## src/rtl/riscv_retire_trace_tx.sv

```systemverilog
`default_nettype none
// ============================================================================
// Module  : riscv_retire_trace_tx
// Brief   : Captures retiring MEM-stage instructions into a record FIFO and
//           streams each record out as four 32-bit beats (seq, instr, pc, result).
// Rev     : 1.0
// ============================================================================
module riscv_retire_trace_tx #(
   parameter int                     DATA_WIDTH  = 64,
   parameter int                     INSTR_WIDTH = 32,
   parameter int                     DEPTH       = 8,
   parameter logic [INSTR_WIDTH-1:0] HALT_INSTR  = INSTR_WIDTH'(32'h0010_0073)
) (
   input  logic                   aclk,
   input  logic                   areset,
   input  logic                   i_enable,
   input  logic                   i_valid_instr,
   input  logic                   i_stall_mem,
   input  logic                   i_flush_mem,
   input  logic [DATA_WIDTH-1:0]  i_pc,
   input  logic [INSTR_WIDTH-1:0] i_instr,
   input  logic [DATA_WIDTH-1:0]  i_result,
   output logic [31:0]            o_tdata,
   output logic                   o_tvalid,
   input  logic                   i_tready,
   output logic                   o_tlast,
   output logic                   o_overflow,
   output logic [15:0]            o_drop_count,
   output logic                   o_halted
);

   localparam int             c_AW        = (DEPTH > 1) ? $clog2(DEPTH) : 1;
   localparam logic [c_AW:0]  c_DEPTH_CNT = (c_AW + 1)'(DEPTH);
   localparam logic [c_AW:0]  c_CNT_ONE   = (c_AW + 1)'(1);
   localparam logic [c_AW-1:0] c_PTR_ONE  = c_AW'(1);

   localparam logic [1:0] c_ST_RUN       = 2'd0;
   localparam logic [1:0] c_ST_HALT_PEND = 2'd1;
   localparam logic [1:0] c_ST_HALTED    = 2'd2;

   // Record storage; payload needs no reset since occupancy is tracked by count_q.
   logic [15:0] seq_mem_q   [DEPTH];
   logic        halt_mem_q  [DEPTH];
   logic [31:0] instr_mem_q [DEPTH];
   logic [31:0] pc_mem_q    [DEPTH];
   logic [31:0] res_mem_q   [DEPTH];

   logic [c_AW-1:0] wr_ptr_q, wr_ptr_d;
   logic [c_AW-1:0] rd_ptr_q, rd_ptr_d;
   logic [c_AW:0]   count_q, count_d;
   logic [1:0]      beat_q, beat_d;
   logic [15:0]     seq_q, seq_d;
   logic            overflow_q, overflow_d;
   logic [15:0]     drop_count_q, drop_count_d;
   logic [1:0]      state_q, state_d;

   logic [31:0] w_instr32;
   logic        w_tvalid;
   logic        w_fire;
   logic        w_pop;
   logic        w_retire;
   logic        w_push;
   logic        w_drop;
   logic        w_halt_rec;
   logic        w_head_halt;

   generate
      if (INSTR_WIDTH >= 32) begin : g_instr_trunc
         assign w_instr32 = i_instr[31:0];
      end else begin : g_instr_zext
         assign w_instr32 = {{(32 - INSTR_WIDTH){1'b0}}, i_instr};
      end
   endgenerate

   generate
      if (DATA_WIDTH > 32) begin : g_unused_hi
         logic w_unused_hi;
         assign w_unused_hi = ^{i_pc[DATA_WIDTH-1:32], i_result[DATA_WIDTH-1:32]};
      end
   endgenerate

   assign w_tvalid    = (count_q != '0);
   assign w_fire      = w_tvalid & i_tready;
   assign w_pop       = w_fire & (beat_q == 2'd3);
   assign w_retire    = i_enable & i_valid_instr & ~i_stall_mem & ~i_flush_mem
                        & (state_q == c_ST_RUN);
   // A full FIFO still accepts when the head record leaves on the same edge.
   assign w_push      = w_retire & ((count_q != c_DEPTH_CNT) | w_pop);
   assign w_drop      = w_retire & ~w_push;
   assign w_halt_rec  = (i_instr == HALT_INSTR);
   assign w_head_halt = halt_mem_q[rd_ptr_q];

   always_comb begin
      wr_ptr_d     = wr_ptr_q;
      rd_ptr_d     = rd_ptr_q;
      count_d      = count_q;
      beat_d       = beat_q;
      seq_d        = seq_q;
      overflow_d   = overflow_q | w_drop;
      drop_count_d = drop_count_q;

      if (w_push) begin
         wr_ptr_d = wr_ptr_q + c_PTR_ONE;
         seq_d    = seq_q + 16'd1;
      end
      if (w_pop) begin
         rd_ptr_d = rd_ptr_q + c_PTR_ONE;
      end
      if (w_push && !w_pop) begin
         count_d = count_q + c_CNT_ONE;
      end else if (!w_push && w_pop) begin
         count_d = count_q - c_CNT_ONE;
      end
      if (w_fire) begin
         beat_d = beat_q + 2'd1;
      end
      if (w_drop && (drop_count_q != 16'hFFFF)) begin
         drop_count_d = drop_count_q + 16'd1;
      end
   end

   always_ff @(posedge aclk) begin
      if (areset) begin
         wr_ptr_q     <= '0;
         rd_ptr_q     <= '0;
         count_q      <= '0;
         beat_q       <= 2'd0;
         seq_q        <= 16'd0;
         overflow_q   <= 1'b0;
         drop_count_q <= 16'd0;
      end else begin
         wr_ptr_q     <= wr_ptr_d;
         rd_ptr_q     <= rd_ptr_d;
         count_q      <= count_d;
         beat_q       <= beat_d;
         seq_q        <= seq_d;
         overflow_q   <= overflow_d;
         drop_count_q <= drop_count_d;
      end
   end

   always_ff @(posedge aclk) begin
      if (w_push) begin
         seq_mem_q[wr_ptr_q]   <= seq_q;
         halt_mem_q[wr_ptr_q]  <= w_halt_rec;
         instr_mem_q[wr_ptr_q] <= w_instr32;
         pc_mem_q[wr_ptr_q]    <= i_pc[31:0];
         res_mem_q[wr_ptr_q]   <= i_result[31:0];
      end
   end

   always_ff @(posedge aclk) begin
      if (areset) begin
         state_q <= c_ST_RUN;
      end else begin
         state_q <= state_d;
      end
   end

   // Only one halt record can ever be in flight, so the head flag identifies it.
   always_comb begin
      state_d = state_q;
      case (state_q)
         c_ST_RUN: begin
            if (w_push && w_halt_rec) begin
               state_d = c_ST_HALT_PEND;
            end
         end
         c_ST_HALT_PEND: begin
            if (w_pop && w_head_halt) begin
               state_d = c_ST_HALTED;
            end
         end
         c_ST_HALTED: begin
            state_d = c_ST_HALTED;
         end
         default: begin
            state_d = c_ST_RUN;
         end
      endcase
   end

   always_comb begin
      o_halted = (state_q == c_ST_HALTED);
   end

   always_comb begin
      o_tdata = 32'd0;
      if (w_tvalid) begin
         case (beat_q)
            2'd0:    o_tdata = {seq_mem_q[rd_ptr_q], 15'd0, halt_mem_q[rd_ptr_q]};
            2'd1:    o_tdata = instr_mem_q[rd_ptr_q];
            2'd2:    o_tdata = pc_mem_q[rd_ptr_q];
            default: o_tdata = res_mem_q[rd_ptr_q];
         endcase
      end
   end

   assign o_tvalid     = w_tvalid;
   assign o_tlast      = w_tvalid & (beat_q == 2'd3);
   assign o_overflow   = overflow_q;
   assign o_drop_count = drop_count_q;

endmodule
`default_nettype wire

```

## config.mk

```make
export PLATFORM = sky130hd
export DESIGN_NAME = riscv_retire_trace_tx
export DESIGN_NICKNAME = d
export VERILOG_FILES = /design/src/rtl/riscv_retire_trace_tx.sv
export SDC_FILE = /design/constraint.sdc
export NUM_CORES = 1
export LEC_CHECK = 0
export CORE_MARGIN = 3
export CORE_UTILIZATION = 30
export DETAILED_ROUTE_END_ITERATION = 8
export HOLD_SLACK_MARGIN = 0.15
export SYNTH_ARGS = -nofsm -noshare
export SYNTH_HDL_FRONTEND = slang
export SYNTH_SLANG_ARGS = --single-unit
export TNS_END_PERCENT = 1
```

## constraint.sdc

```tcl
create_clock -name aclk -period 48.8 [get_ports aclk]
set_input_delay 7.32 -clock aclk [delete_from_list [all_inputs] [get_ports aclk]]
set_output_delay 7.32 -clock aclk [all_outputs]
set_load 0.01 [all_outputs]
```

==> run metrics <==
TritonCTS clock tree=yes; Tmin final=~13 ns; met1 Use GR=about 17%; CP required=41.48 ns; WHS=0.456 ns; Unique masters post-synth=51; FMAX=0.0786 GHz; Reg2Reg Launch Point=beat_q[1]; # nets final=around 2100; Post-CTS Setup Bufs=0; PortBufs=between 150 and 200; cell count of the worst reg-to-reg path=8; leading cell type in the layout, fill and taps excluded=edfxtp_1; data arrival time of the critical path=between 5 and 6 ns; via count=17700; clock skew=around 0.022 ns; clock sinks=about 950; Core Rows=128; crit path kind=reg2out; largest net degree at the start of global routing=73; Slowest cell on crit path=buf_4; vias in the first global route=approximately 19000; YS warnings=0; cell taking the most area after synthesis=edfxtp_1; Die ar.=between 100000 and 150000 um2; Critical Path, Cell by Cell=buf_4 > buf_4 > mux4_2 > mux2_2 > a21oi_1 > a221oi_1 > clkdlybuf4s50_1; vias per inst=around 5; total track usage=a little over an eighth; router iterations before antenna repair=5; Final Hold Viols=0; CTS H-tree depth=3; Synth Register Bits=~950; clk buf depth=3; top cells by area, synth=edfxtp_1, mux4_2, dfxtp_1, mux2_2, mux2i_1; M2 GR Usage=a little over a fifth; worst vdd ir=0.0310 mV; routability cong.=0.740; status=finished, final reports clean; Core Box Area=122000 um2; met3 Usage GRT=under 10%; area delta synth->final=18.0%; post-cts gate resize count=0; initial antenna violation count=24; crit end category=primary output; most used cell, CP=buf_4; Hold Crit Class=reg2reg; R2R setup slack=roughly 45 ns; critical path buffer and inverter count=3; P_leak=0.0130 uW; crit path launch type=flop; Synth top area share=73.2%; Clk Latency, worst-skew pair=0.68 ns; antenna-violating nets left=0; final setup fails=0; drt wl/cell=around 24 um; CTS Buf Count=100; Net Count, Synth=1891; DRT iter0 DRCs=between 1000 and 1500; Starting Density=between 30 and 40%; Core Util, Final=35.8%; Die H=357 um; hpwl dp=between 40 and 50 mm; commonest non-fill, non-tap cells in the layout=edfxtp_1, mux4_2, clkdlybuf4s50_1; max incr delay on CP=a little under 0.9 ns; number of synthesized flops with an enable pin=904; layout cell share with drive strength beyond 1=approximately 26%; gr busiest metal=met2; Finished Layout Cells=approximately 3600; synthesized cell area=roughly 37000 um2; # IOs=219; crit-path max FO=50; DRT Wirelength=between 80 and 90 mm; slew margin rel.=a little over a fifth; Final Max Tran Viols=0; R2R Path End=res_mem_q[6][1]; Synth Area per Inst=approximately 22 um2; Clock transition at path regs=around 0.060 ns; worst hold stages=2; die width=about 360 um; MaxCap Viol Count=0; power per cell area=approximately 38 nW/um2; CTS root buf=clkbuf_16; hold_sp=o_overflow; DRC viols=0; Post-Synthesis Cells=1707; cell family with most CP delay=buffers and inverters; grt total ovfl=0; Post-synth top flop=edfxtp_1; register area share after synthesis=75.9%; first-pass GRT wire length=127 mm; Final period util=around a quarter; Worst Tran Pin Value=approximately 1.2 ns; ys async rst share=0%; setup TNS=0 ns; Placed Area=about 40000 um2; RSZ-0062 raised after global routing=false; hold_buf cts=0; worst hold endpoint=o_overflow; placed insts=around 3400; Final Instance Area=roughly 44000 um2
==> worst max path at each step <==
stage / start / end / slack [ns] / depth (start not counted)
detailed placement: i_valid_instr / res_mem_q[6][24] / 36.56 / 8
floorplan: i_stall_mem / halt_mem_q[1] / 28.46 / 3
global route: flop / o_tdata[31] / 35.56 / 7
finish: flop / o_tdata[31] / 36.07 / 7
CTS: flop / o_tdata[31] / 35.85 / 7
global placement: i_valid_instr / res_mem_q[6][24] / 36.64 / 8
==> through the flow <==
stage	worst slack, ns	power, uW
6_report	36.07	1650
4_1_cts	35.85	1670
3_3_place_gp	36.64	947
2_1_floorplan	28.46	924
3_5_place_dp	36.56	948
5_1_grt	35.56	1700
==> worst register-to-register path, cell delays in order (launching register included) <==
cell and delay, ns:
dfxtp_1 0.41, ha_1 0.23, a21bo_2 0.24, o211ai_2 0.29, clkinv_1 0.53, nand2_1 0.28
nor3b_2 0.30, buf_4 0.60, buf_4 0.78
==> Yosys cell counts, types with 2 or more instances <==
master,count
a221oi_1,31
edfxtp_1,904
mux4_2,224
and3_1,6
a211oi_1,18
a21oi_1,30
dfxtp_1,50
nor3b_1,2
nand4b_1,4
nor3_1,5
inv_1,12
xnor2_1,18
nor4b_1,2
nor2b_1,3
or3_1,4
buf_4,6
nand2_1,23
ha_1,16
buf_2,25
a22oi_1,17
nand3_1,8
buf_1,6
nor4bb_1,2
nor4_1,6
o21ai_0,4
a2111oi_2,4
nand4_1,15
nor2_1,45
and4_1,3
xor2_1,15
clkbuf_1,55
nand2b_1,4
mux2_2,81
mux2i_1,41
and2_1,2
==> cell type report <==
cell class | count | area [um2]
antenna | 10 | 25.0
clock buffer | 124 | 2630
clock inverter | 61 | 490
fill | 11100 | 78500
inverter | 13 | 48.8
multi-input combinational | 647 | 8510
sequential | 954 | 28200
tap | 1625 | 2030
timing repair buffer | 193 | 1830
==> kinds of logic after synthesis <==
group / share of synthesized area, %
buf+inv: 1.24
compound gates: 2.21
fa+ha+maj: 0.594
flops: 75.9
mux: 17.2
xor+xnor: 0.780
simple gates: 2.06
==> sequential cells by signal (all words and copies together), names as in the netlist, named ones only <==
register      cells
rd_ptr_q          3
beat_q            2
seq_mem_q       128
count_q           4
pc_mem_q        256
state_q           2
halt_mem_q        8
res_mem_q       256
wr_ptr_q          3
instr_mem_q     256
seq_q            16
o_overflow        1
o_drop_count     16
==> layer usage <==
layer	vias to the layer above	wire length, um	share of wire (%)
li1	7609	-	-
met1	9484	35400	41
met2	471	42700	49
met3	162	6330	7.3
met4	18	2250	2.6
met5	-	123	0.14
==> report_power, final <==
group / total [uW] / internal, uW / switching [uW] / leakage, uW
clock network: 718 / 406 / 312 / 0.00153
logic: 34.5 / 13.5 / 21.0 / 0.00287
registers: 896 / 895 / 0.891 / 0.00864
total: 1650 / 1320 / 334 / 0.0130
Power figures use the tool's default switching activity.
